File: config.mk
export PLATFORM = sky130hd
export DESIGN_NAME = wb_target_slice
export DESIGN_NICKNAME = d
export VERILOG_FILES = /design/src/rtl/wb_target_slice.sv
export SDC_FILE = /design/constraint.sdc
export NUM_CORES = 1
export LEC_CHECK = 0
export CAP_MARGIN = 20
export CORE_MARGIN = 2
export CORE_UTILIZATION = 42
export DETAILED_ROUTE_END_ITERATION = 10
export PLACE_DENSITY = 0.81
export SYNTH_ARGS = -nofsm -noshare
export SYNTH_HDL_FRONTEND = slang
export SYNTH_SLANG_ARGS = --single-unit
File: constraint.sdc
create_clock -name clk -period 5.4 [get_ports clk]
set_clock_uncertainty 0.05 [all_clocks]
set_input_delay 1.08 -clock clk [delete_from_list [all_inputs] [get_ports clk]]
set_output_delay 1.08 -clock clk [all_outputs]
set_load 0.01 [all_outputs]
File: src/rtl/wb_target_slice.sv
// Registered single-outstanding Wishbone classic stage between one interconnect
// target port and its target, with a watchdog that errors out hung cycles.
module wb_target_slice #(
  parameter int unsigned WB_ADDR_WIDTH = 32,
  parameter int unsigned WB_DATA_WIDTH = 32,
  parameter int unsigned TIMEOUT       = 64
) (
  input  logic                       clk,
  input  logic                       rst,
  input  logic [WB_ADDR_WIDTH-1:0]   adr,
  input  logic [WB_DATA_WIDTH-1:0]   dat_w,
  input  logic [WB_DATA_WIDTH/8-1:0] sel,
  input  logic                       cyc,
  input  logic                       stb,
  input  logic                       we,
  output logic [WB_DATA_WIDTH-1:0]   dat_r,
  output logic                       ack,
  output logic                       err,
  output logic [WB_ADDR_WIDTH-1:0]   tadr,
  output logic [WB_DATA_WIDTH-1:0]   tdat_w,
  output logic [WB_DATA_WIDTH/8-1:0] tsel,
  output logic                       tcyc,
  output logic                       tstb,
  output logic                       twe,
  input  logic [WB_DATA_WIDTH-1:0]   tdat_r,
  input  logic                       tack,
  input  logic                       terr,
  output logic [15:0]                timeout_cnt
);

  localparam int unsigned SEL_W = WB_DATA_WIDTH / 8;
  localparam int unsigned CNT_W = (TIMEOUT == 0) ? 1 : $clog2(TIMEOUT + 1);
  localparam logic [CNT_W-1:0] CNT_LAST = CNT_W'((TIMEOUT == 0) ? 0 : TIMEOUT - 1);

  typedef enum logic [1:0] {IDLE, REQ, RSP} state_t;

  state_t                     state_q, state_d;
  logic [WB_ADDR_WIDTH-1:0]   tadr_q, tadr_d;
  logic [WB_DATA_WIDTH-1:0]   tdat_w_q, tdat_w_d;
  logic [SEL_W-1:0]           tsel_q, tsel_d;
  logic                       twe_q, twe_d;
  logic                       tcyc_q, tcyc_d;
  logic                       tstb_q, tstb_d;
  logic [WB_DATA_WIDTH-1:0]   dat_r_q, dat_r_d;
  logic                       ack_q, ack_d;
  logic                       err_q, err_d;
  logic [CNT_W-1:0]           cnt_q, cnt_d;
  logic [15:0]                tocnt_q, tocnt_d;

  always_ff @(posedge clk or posedge rst) begin
    if (rst) begin
      state_q  <= IDLE;
      tadr_q   <= '0;
      tdat_w_q <= '0;
      tsel_q   <= '0;
      twe_q    <= 1'b0;
      tcyc_q   <= 1'b0;
      tstb_q   <= 1'b0;
      dat_r_q  <= '0;
      ack_q    <= 1'b0;
      err_q    <= 1'b0;
      cnt_q    <= '0;
      tocnt_q  <= '0;
    end else begin
      state_q  <= state_d;
      tadr_q   <= tadr_d;
      tdat_w_q <= tdat_w_d;
      tsel_q   <= tsel_d;
      twe_q    <= twe_d;
      tcyc_q   <= tcyc_d;
      tstb_q   <= tstb_d;
      dat_r_q  <= dat_r_d;
      ack_q    <= ack_d;
      err_q    <= err_d;
      cnt_q    <= cnt_d;
      tocnt_q  <= tocnt_d;
    end
  end

  // Next-state: abort beats any response, err beats ack, response beats watchdog.
  always_comb begin
    state_d  = state_q;
    tadr_d   = tadr_q;
    tdat_w_d = tdat_w_q;
    tsel_d   = tsel_q;
    twe_d    = twe_q;
    tcyc_d   = tcyc_q;
    tstb_d   = tstb_q;
    dat_r_d  = dat_r_q;
    ack_d    = 1'b0;
    err_d    = 1'b0;
    cnt_d    = cnt_q;
    tocnt_d  = tocnt_q;
    unique case (state_q)
      IDLE: begin
        if (cyc && stb) begin
          tadr_d   = adr;
          tdat_w_d = dat_w;
          tsel_d   = sel;
          twe_d    = we;
          tcyc_d   = 1'b1;
          tstb_d   = 1'b1;
          cnt_d    = '0;
          state_d  = REQ;
        end
      end
      REQ: begin
        if (!cyc) begin
          tcyc_d  = 1'b0;
          tstb_d  = 1'b0;
          state_d = IDLE;
        end else if (terr) begin
          err_d   = 1'b1;
          dat_r_d = '0;
          tcyc_d  = 1'b0;
          tstb_d  = 1'b0;
          state_d = RSP;
        end else if (tack) begin
          ack_d   = 1'b1;
          dat_r_d = tdat_r;
          tcyc_d  = 1'b0;
          tstb_d  = 1'b0;
          state_d = RSP;
        end else if ((TIMEOUT != 0) && (cnt_q == CNT_LAST)) begin
          err_d   = 1'b1;
          dat_r_d = '0;
          tcyc_d  = 1'b0;
          tstb_d  = 1'b0;
          if (tocnt_q != 16'hFFFF) tocnt_d = tocnt_q + 16'd1;
          state_d = RSP;
        end else begin
          cnt_d = cnt_q + CNT_W'(1);
        end
      end
      RSP: state_d = IDLE;
      default: state_d = IDLE;
    endcase
  end

  assign tadr        = tadr_q;
  assign tdat_w      = tdat_w_q;
  assign tsel        = tsel_q;
  assign twe         = twe_q;
  assign tcyc        = tcyc_q;
  assign tstb        = tstb_q;
  assign dat_r       = dat_r_q;
  assign ack         = ack_q;
  assign err         = err_q;
  assign timeout_cnt = tocnt_q;

endmodule

# == Word-level counts from Yosys, hierarchy flattened ==
# Cells that the tools add are included.
# Widths: inputs -> output; s select.
# totals
reg_bits,129
latch_bits,0
mem_bits_rw,0
romBits,0
in_bits,107
out_inout_bits,121
wordCells,64
memories,0
# op_classes
add_sub_neg,2
mul,0
div_mod_pow,0
order_cmp,0
n_eq_ne,9
shifts,0
n_mux,30
bitwise_logic,2
reduce_logical,10
# ops
operator,count
$mux 32,3
$mux 7,5
$add 16x1->16 const B,1
$ne 16x16->1 const B,1
$mux 1,14
$pmux 7 s2,1
$reduce_and 6->1,2
$mux 2,5
$ne 2x2->1 const B,5
$add 7x1->7 const B,1
$eq 7x6->1 const B,1
$reduce_and 3->1,2
$ne 5x5->1 const B,1
$pmux 2 s2,1
$reduce_and 2->1,2
$reduce_bool 3->1,1
$eq 2x1->1 const B,1
$logic_not 2->1,1
$not 1->1,2
$pmux 1 s2,1
$reduce_bool 2->1,1
$logic_and 1x1->1,1

# == Longest topological paths before layout ==
# Gate-level depths: netlist (run 1).
# logic_depth
depth_word,6
mapped_depth,7
depth_no_buf,6

# == Worst setup path before layout (run 1) ==
# Ideal clock, no wire load.
# synth_path
path_type,input -> register
from,input port terr
to,"register tocnt_q[1], in the netlist timeout_cnt[1]"
setup_ps,125
arrival_ps,2170
required_ps,5225
slack_ps,3055
path_stages,4
n_path_buf,0
cell_sequence,nor3b_2 nand2_1 nor3_2 mux2_2
# synth_between
elab_chain_cells,2
# synth_rtl
element,line_no,source
"start, declared",27,"input logic terr,"
$not 1->1 (no line),-,
$reduce_and 6->1 (no line),-,
"end signal, assigned",76,tocnt_q <= tocnt_d;
"end, declared",48,"logic [15:0] tocnt_q, tocnt_d;"
# No other way between the ends.
# A chain may end at the register's enable or synchronous reset.

# == Worst setup path after layout (run 1) ==
# Ends and elaborated chain as after synthesis.

==> results of run 1 <==
-- cell usage in the layout (no fill, tap or decap), types with 3 or more instances in the layout --
| cell | count |
|---|---|
| nand4_1 | 5 |
| dfrtp_1 | 129 |
| o21ai_0 | 3 |
| nand3_1 | 9 |
| xor2_1 | 10 |
| clkbuf_16 | 17 |
| buf_4 | 4 |
| clkbuf_1 | 5 |
| a22o_1 | 32 |
| and3_1 | 5 |
| nor2_1 | 13 |
| xnor2_1 | 8 |
| clkinv_2 | 6 |
| clkdlybuf4s50_1 | 227 |
| nand2_1 | 218 |
-- worst min-delay path, stage by stage (launching register included) --
cell and delay (ns):
dfrtp_1 0.34, nand2_1 0.05, nand2_1 0.05
-- power by group through the flow --
stage	clock, mW	combinational, mW	sequential (mW)
4_1_cts	1.05	0.622	1.18
6_report	1.03	0.613	1.18
5_1_grt	1.09	0.661	1.20
3_3_place_gp	0	0.606	1.19
3_5_place_dp	0	0.619	1.20
2_1_floorplan	0	0.152	1.25
-- kinds of logic after synthesis --
| kind of cell | count (synthesis) |
|---|---|
| mux | 1 |
| compound gates | 40 |
| simple gates | 272 |
| fa+ha+maj | 2 |
| buf+inv | 27 |
| xor+xnor | 18 |
| flops | 129 |
-- state kept, by name, summed over array words and instances, names as in the netlist --
signal,flops
tadr,32
ack,1
cnt_q,7
timeout_cnt,16
twe,1
tstb,1
state_q,2
err,1
tdat_w,32
dat_r,32
tsel,4
-- how the worst max path moves through the flow --
stage	from	slack [ns]	end
3_3_place_gp	terr	2.31	timeout_cnt[1]$_DFFE_PP0P_
2_1_floorplan	rst	0.83	ack$_DFF_PP0_
4_1_cts	terr	2.63	timeout_cnt[1]$_DFFE_PP0P_
6_report	terr	2.62	timeout_cnt[1]$_DFFE_PP0P_
5_1_grt	terr	2.51	timeout_cnt[1]$_DFFE_PP0P_
3_5_place_dp	cyc	2.20	dat_r[9]$_DFFE_PP0P_
-- per-layer routing --
| metal | routed length [µm] | global-route usage, % | up-vias |
|---|---|---|---|
| met2 | 6700 | 36.0 | 169 |
| met1 | 5420 | 24.5 | 2020 |
| li1 | - | - | 2044 |
| met3 | 1070 | 7.33 | 24 |
| met5 | 0 | 0 | - |
| met4 | 317 | 8.70 | 0 |
-- layout make-up --
cell class                      instances  area, µm²  share of cell area, %
Timing Repair Buffer                  232       2320                   29.1
Inverter                                3       13.8                  0.173
Tap cell                              143        179                   2.24
Clock buffer                           24        472                   5.92
Clock inverter                          7       60.1                  0.753
Multi-Input combinational cell        333       1700                   21.3
Sequential cell                       129       3230                   40.5
-- stage by stage --
stage	std cells	util [%]	area, µm²	power (mW)	worst slack (ns)
global route	871	68.9	7970	2.95	2.51
global placement	839	64.2	7420	1.80	2.31
floorplan	489	-	5030	1.40	0.829
detailed placement	839	64.2	7420	1.81	2.20
finish	871	68.9	7970	2.82	2.62
CTS	870	68.8	7960	2.86	2.63
==> flow_metrics.env, run 1 <==
export IMPL_status="completed"
export IMPL_rsz0062_at_grt="no"
export IMPL_crit_type="in -> reg"
export IMPL_grt_max_degree=74
export IMPL_drive_above_1_share_pct=5.77
export IMPL_yosysSeqAreaShare_pct=64.1
export IMPL_antennaDiodeCount=0
export IMPL_slew_viol_final=0
export IMPL_synth_edf_count=0
export IMPL_clock_root_buffer="clkbuf_16"
export IMPL_synth_top_area_cell="dfrtp_1"
export IMPL_ys_ff_latch=129
export IMPL_r2r_cells=5
export IMPL_cts_repair_resized=0
export IMPL_area_growth_pct=58.3
export IMPL_crit_arrival_ns=3.02
export IMPL_timing_rr_start="cnt_q[0]$_DFFE_PP0P_"
export IMPL_yosysWarnings=0
export IMPL_ys_types=37
export IMPL_ys_flop_type="dfrtp_1"
export IMPL_setup_worst_path_start_class="primary input"
export IMPL_p_clk_share_pct=36.4
export IMPL_hold_slack_ns=0.421
export IMPL_overflow=0
export IMPL_finalCritPeriodShare_pct=51.5
export IMPL_path_buf_inv=1
export IMPL_critical_path_max_stage_delay_ns=0.50
export IMPL_power_net_switching_mw=0.711
export IMPL_cts_tree="built"
export IMPL_tns_ns=0
export IMPL_dieArea_mm2=0.0129
export IMPL_synth_simple_area_share_pct=23.1
export IMPL_timing_rr_end="dat_r[18]$_DFFE_PP0P_"
export IMPL_netlist_instances=489
export IMPL_synthXorXnorAreaFrac_pct=3.13
export IMPL_maxSlewHeadroom_pct=31.5
export IMPL_post_cts_buffers=0
export IMPL_ir_drop_mv=0.252
export IMPL_clock_latency_ns=0.40
export IMPL_synthTopCellsByArea="dfrtp_1 64%, nand2_1 16%, a22o_1 5.6%"
export IMPL_wirelength_mm=13.5
export IMPL_cp_depth=5
export IMPL_synth_top_family_by_area="simple AND/OR/NAND/NOR gates"
export IMPL_crit_family="simple AND/OR/NAND/NOR gates"
export IMPL_fillers=870
export IMPL_min_to="tdat_w[13]$_DFFE_PP0P_"
export IMPL_numPortBuffers=227
export IMPL_internal_power_mw=2.11
export IMPL_grt_pass1_vias=4414
export IMPL_p_comb_share_pct=21.7
export IMPL_synthTopCellsByCount="218 x nand2_1, 129 x dfrtp_1, 32 x a22o_1"
export IMPL_post_route_min_period_ns=2.78
export IMPL_antenna_left=0
export IMPL_dp_hpwl_mm=9.64
export IMPL_vias_per_cell=4.89
export IMPL_fmax_mhz=360
export IMPL_ios=228
export IMPL_avgSynthCellArea_um2=10.3
export IMPL_yosys_area_top_type_share_pct=64.1
export IMPL_reg2reg_slack_ns=2.95
export IMPL_die_width_um=113
export IMPL_ctsHoldBuffers=0
export IMPL_p_leak_nw=3.80
export IMPL_wire_per_inst_um=15.5
export IMPL_route_detailed_drc=0
export IMPL_drtIter0Drc=250
export IMPL_hold_path_depth=2
export IMPL_hp_start="tdat_w[13]$_DFFE_PP0P_"
export IMPL_cp_slowest_cell="clkdlybuf4s50_1"
export IMPL_route_vias_total=4257
export IMPL_cap_viol_max_count=0
export IMPL_nets=825
export IMPL_grt_usage_pct=21.2
export IMPL_start_util_pct=43.5
export IMPL_power_density_mw_per_mm2=354
export IMPL_hp_class="reg -> reg"
export IMPL_sw_frac_of_total_pct=25.2
export IMPL_synth_nets=598
export IMPL_numCtsBuffers=17
export IMPL_critical_path_max_fanout=7
export IMPL_chipHeight_um=113
export IMPL_synth_area_mux_share_pct=0.224
export IMPL_synth_fa_ha_area_share_pct=0.497
export IMPL_synthArstFlopShare_pct=100
export IMPL_antenna_found_initial=0
export IMPL_synth_compound_gate_area_share_pct=6.56
export IMPL_worst_pin_slew_ns=1.03
export IMPL_dr_pass1_iters=4
export IMPL_grt_pass1_wl_mm=21.4
export IMPL_setup_violations_final=0
export IMPL_endpoint_kind="flop"
export IMPL_crit_chain="clkdlybuf4s50_1, nor3b_2, nand2_1, nor3_2, mux2_2"
export IMPL_yosysMostFrequentCell="nand2_1"
export IMPL_clkSlewWorstSetupHoldPaths_ns=0.05
export IMPL_cts_sink_count=129
export IMPL_row_count=39
export IMPL_htree_levels=4
export IMPL_p_seq_share_pct=41.9
export IMPL_syn_area_mm2=0.00503
export IMPL_place_congestion=0.773
export IMPL_hold_viol=0
export IMPL_clock_tree_buffer_depth=2
export IMPL_core_mm2=0.0116
export IMPL_required_ns=5.64
Note: power is estimated with default switching activity, not from simulation.
==> run 2, diff against run 1 <==
Clock period 5.4 ns to 2.6 ns, I/O delays scaled along.
==> run 2 against run 1 <==
Non-clock buffer count up 3. Worst setup slack worse by 2.2 ns. Utilization up 0.61 points. Cell count up 0.46%. Flip-flop and latch count unchanged. Register-to-register slack worse by 2.5 ns. Sequential power up 110%. Power up 110%. Sequential share of layout area down 0.35 points. Via count up 0.49%. Final area up 0.88%.
==> flow_metrics.env, run 2 (synthesized netlist as in run 1, its figures left out) <==
export IMPL_required_ns=2.88
export IMPL_grt_pass1_wl_mm=21.5
export IMPL_crit_arrival_ns=2.42
export IMPL_p_leak_nw=3.83
export IMPL_maxSlewHeadroom_pct=51.2
export IMPL_hold_viol=0
export IMPL_clock_tree_buffer_depth=2
export IMPL_critical_path_max_fanout=11
export IMPL_cap_viol_max_count=0
export IMPL_dieArea_mm2=0.0129
export IMPL_start_util_pct=43.5
export IMPL_tns_ns=0
export IMPL_hp_class="reg -> reg"
export IMPL_post_route_min_period_ns=2.14
export IMPL_clock_latency_ns=0.41
export IMPL_setup_violations_final=0
export IMPL_numPortBuffers=227
export IMPL_endpoint_kind="flop"
export IMPL_core_mm2=0.0116
export IMPL_drtIter0Drc=187
export IMPL_route_vias_total=4278
export IMPL_antenna_found_initial=0
export IMPL_overflow=0
export IMPL_dp_hpwl_mm=9.07
export IMPL_numCtsBuffers=17
export IMPL_wirelength_mm=13.3
export IMPL_ctsHoldBuffers=0
export IMPL_crit_type="reg -> reg"
export IMPL_hold_slack_ns=0.420
export IMPL_clkSlewWorstSetupHoldPaths_ns=0.05
export IMPL_post_cts_buffers=0
export IMPL_htree_levels=4
export IMPL_slew_viol_final=0
export IMPL_worst_pin_slew_ns=0.733
export IMPL_place_congestion=0.784
export IMPL_ios=228
export IMPL_dr_pass1_iters=4
export IMPL_cts_repair_resized=0
export IMPL_vias_per_cell=4.89
export IMPL_cts_tree="built"
export IMPL_fmax_mhz=468
export IMPL_antennaDiodeCount=0
export IMPL_row_count=39
export IMPL_status="completed"
export IMPL_area_growth_pct=59.7
export IMPL_clock_root_buffer="clkbuf_16"
export IMPL_cts_sink_count=129
export IMPL_ir_drop_mv=0.526
export IMPL_grt_max_degree=130
export IMPL_route_detailed_drc=0
export IMPL_finalCritPeriodShare_pct=82.3
export IMPL_nets=828
export IMPL_antenna_left=0
export IMPL_rsz0062_at_grt="no"
export IMPL_setup_worst_path_start_class="flop"
export IMPL_power_density_mw_per_mm2=732
export IMPL_final_common_cell="clkdlybuf4s50_1"
export IMPL_chipHeight_um=113
export IMPL_drive_above_1_share_pct=6.42
export IMPL_die_width_um=113
export IMPL_wire_per_inst_um=15.2
export IMPL_final_cell_mix="227 x clkdlybuf4s50_1, 218 x nand2_1, 129 x dfrtp_1"
export IMPL_grt_usage_pct=21.4
export IMPL_grt_pass1_vias=4396
## run 2: changes by cell type in the layout (fill, tap and decap cells not counted)
cell / delta
clkbuf_8: +4
buf_12: +3
buf_4: +1
buf_8: -1
bufinv_16: -1
clkbuf_1: -1
clkinv_2: -1
clkinvlp_4: +1
inv_4: -1
## run 2: area by class of cell
| class | count | area (µm²) |
|---|---|---|
| multi-input combinational | 333 | 1700 |
| fill | 852 | 3520 |
| clock inverter | 5 | 25.0 |
| timing repair buffer | 235 | 2370 |
| sequential | 129 | 3230 |
| inverter | 3 | 15.0 |
| clock buffer | 27 | 523 |
| tap | 143 | 179 |
## run 2: path summary, 6_finish.rpt
kind / startpoint / endpoint / cells after the start / slack (ns)
min in group asynchronous: rst / dat_r[20]$_DFFE_PP0P_ / 3 / 0.55
min reg2reg: tadr[16]$_DFFE_PP0P_ / tadr[16]$_DFFE_PP0P_ / 2 / 0.42
max reg2reg: cnt_q[0]$_DFFE_PP0P_ / timeout_cnt[9]$_DFFE_PP0P_ / 6 / 0.46
max: cnt_q[0]$_DFFE_PP0P_ / timeout_cnt[9]$_DFFE_PP0P_ / 6 / 0.46
max in group asynchronous: rst / cnt_q[0]$_DFFE_PP0P_ / 3 / 1.35
min: tadr[16]$_DFFE_PP0P_ / tadr[16]$_DFFE_PP0P_ / 2 / 0.42
## run 2: report_power, final
group | leakage [nW] | internal, mW | total, mW | switching [mW]
clock network | 0.277 | 1.36 | 2.16 | 0.796
registers | 1.67 | 2.29 | 2.45 | 0.156
logic | 1.88 | 0.758 | 1.29 | 0.528
## run 2: per-layer routing
layer  track usage [%]  wire length, µm
met1              25.1             5350
met2              34.8             6510
met3              8.71             1100
met4              9.59              317
met5                 0                0
## run 2: through the flow
stage	std cells	utilization, %	power [mW]	worst slack [ns]	cell area [µm²]
floorplan	489	-	2.92	0.435	5040
global placement	843	64.8	3.73	0.193	7490
detailed placement	843	64.8	3.77	0.0943	7490
CTS	875	69.5	5.95	0.466	8040
global route	875	69.5	6.16	0.273	8040
finish	875	69.5	5.89	0.461	8040
## run 2: worst max-delay path: stages, from the launching register on
cell,delay [ns]
dfrtp_1,0.38
ha_1,0.20
nand3_1,0.15
nand2b_1,0.39
nor4_1,0.51
and3_1,0.23
xor2_1,0.14
==> run 3, diff against run 2 <==
Clock period 2.6 ns to 2 ns, I/O delays scaled along.
==> run 3 against run 2 <==
Clock power increased by 44%. Global-route usage grew 0.23 points. Final area rose by 3.0%. Sequential power is 30% higher. Via count increased by 1.7%. Largest cell class unchanged. Highest routed layer unchanged.
==> flow_metrics.env, run 3 (synthesized netlist as in run 1, its figures left out) <==
export IMPL_cts_sink_count=129
export IMPL_status="completed"
export IMPL_numPortBuffers=227
export IMPL_critical_path_max_fanout=6
export IMPL_seq_area_mm2=0.00323
export IMPL_timing_rr_start="timeout_cnt[0]$_DFFE_PP0P_"
export IMPL_final_cell_mix="227 x clkdlybuf4s50_1, 218 x nand2_1, 129 x dfrtp_1"
export IMPL_numCtsBuffers=17
export IMPL_clock_root_buffer="clkbuf_16"
export IMPL_route_detailed_drc=0
export IMPL_dp_hpwl_mm=9.37
export IMPL_wire_per_inst_um=15.3
export IMPL_core_mm2=0.0116
export IMPL_die_width_um=113
export IMPL_clkSlewWorstSetupHoldPaths_ns=0.06
export IMPL_crit_arrival_ns=1.45
export IMPL_hp_class="in -> async"
export IMPL_route_vias_total=4351
export IMPL_clock_latency_ns=0.41
export IMPL_htree_levels=4
export IMPL_antenna_left=0
export IMPL_fillers=829
export IMPL_chipHeight_um=113
export IMPL_place_congestion=0.782
export IMPL_overflow=0
export IMPL_p_leak_nw=3.95
export IMPL_required_ns=1.55
export IMPL_worst_pin_slew_ns=0.335
export IMPL_crit_family="buffers and inverters"
export IMPL_setup_violations_final=0
export IMPL_endpoint_kind="output port"
export IMPL_wirelength_mm=13.6
export IMPL_vias_per_cell=4.89
export IMPL_ctsHoldBuffers=0
export IMPL_dieArea_mm2=0.0129
export IMPL_row_count=39
export IMPL_rsz0062_at_grt="no"
export IMPL_slew_viol_final=0
export IMPL_post_place_cells=858
export IMPL_crit_start="timeout_cnt[11]$_DFFE_PP0P_"
export IMPL_grt_pass1_vias=4499
export IMPL_reg2reg_slack_ns=0.12
export IMPL_final_util_pct=71.6
export IMPL_crit_chain="clkdlybuf4s50_1"
export IMPL_nets=843
export IMPL_r2r_cells=6
export IMPL_antennaDiodeCount=0
export IMPL_timing_rr_end="timeout_cnt[15]$_DFFE_PP0P_"
export IMPL_clock_tree_buffer_depth=2
export IMPL_crit_type="reg -> out"
export IMPL_ir_drop_mv=0.576
export IMPL_multi_input_area_mm2=0.00174
export IMPL_hold_slack_ns=0.254
export IMPL_drive_above_1_share_pct=9.25
export IMPL_ios=228
export IMPL_setup_worst_path_start_class="flop"
export IMPL_post_route_min_period_ns=1.90
export IMPL_cts_tree="built"
export IMPL_cp_slowest_cell="clkdlybuf4s50_1"
export IMPL_path_buf_inv=1
export IMPL_maxSlewHeadroom_pct=77.7
export IMPL_fmax_mhz=527
export IMPL_cp_depth=1
export IMPL_power_density_mw_per_mm2=966
export IMPL_grt_usage_pct=21.7
export IMPL_fin_cells=889
export IMPL_critical_path_max_stage_delay_ns=0.59
export IMPL_grt_pass1_wl_mm=21.9
export IMPL_final_common_cell="clkdlybuf4s50_1"
export IMPL_area_growth_pct=64.5
export IMPL_finalCritPeriodShare_pct=94.8
export IMPL_crit_end="timeout_cnt[11]"
export IMPL_hold_viol=0
export IMPL_start_util_pct=43.5
export IMPL_grt_max_degree=73
export IMPL_antenna_found_initial=0
export IMPL_cap_viol_max_count=0
export IMPL_drtIter0Drc=193
export IMPL_dr_pass1_iters=4
[run 3: cell types whose count changed in the layout (fill, tap and decap cells not counted), sizes merged]
cell / previous run / this run
bufinv: 0 / 2
buf: 8 / 23
clkinv: 5 / 2
[run 3: final cells by class]
class                   count  share of cell area [%]
clock inverters             4                   0.846
flip-flops and latches    129                    39.0
inverters                   3                   0.181
well taps                 143                    2.16
clock buffers              27                    6.43
multi-input cells         333                    21.0
repair buffers            250                    30.4
[run 3: worst min path at each step]
stage | depth (start not counted) | startpoint | slack, ns | endpoint
floorplan | 2 | cnt_q[1]$_DFFE_PP0P_ | 0.42 | cnt_q[1]$_DFFE_PP0P_
global placement | 2 | tadr[5]$_DFFE_PP0P_ | 0.41 | tadr[5]$_DFFE_PP0P_
detailed placement | 2 | tdat_w[12]$_DFFE_PP0P_ | 0.41 | tdat_w[12]$_DFFE_PP0P_
CTS | 2 | rst | 0.24 | tdat_w[21]$_DFFE_PP0P_
global route | 2 | rst | 0.26 | tdat_w[22]$_DFFE_PP0P_
finish | 2 | rst | 0.25 | tdat_w[21]$_DFFE_PP0P_
[run 3: stage by stage]
stage / TNS, ns / setup WS, ns / area (µm²) / total power, mW
2_1_floorplan: -5.84 / -0.0452 / 5040 / 3.79
3_3_place_gp: -1.32 / -0.212 / 7650 / 4.87
3_5_place_dp: -2.04 / -0.252 / 7650 / 4.93
4_1_cts: 0 / 0.0168 / 8250 / 8.08
5_1_grt: 0 / 0.0386 / 8280 / 8.35
6_report: 0 / 0.104 / 8280 / 8.01
[run 3: repair_timing]
action	in CTS	in global routing
pin swaps	0	2
endpoints found under the setup margin	5	36
setup buffers	0	0
gates resized for setup	2	6
cloned	0	0
[run 3: per-layer routing]
layer | global-route usage [%] | up-vias | routed length, µm
met5 | 0 | - | 0
met2 | 36.4 | 157 | 6770
met1 | 25.1 | 2083 | 5440
met3 | 7.70 | 26 | 1020
li1 | - | 2085 | -
met4 | 9.59 | 0 | 353
[run 3: power breakdown]
part	total (mW)	leakage [nW]	switching, mW	internal [mW]
logic	1.69	1.98	0.693	0.999
clock network	3.12	0.299	1.06	2.06
registers	3.19	1.67	0.216	2.98
total	8.01	3.95	1.97	6.04
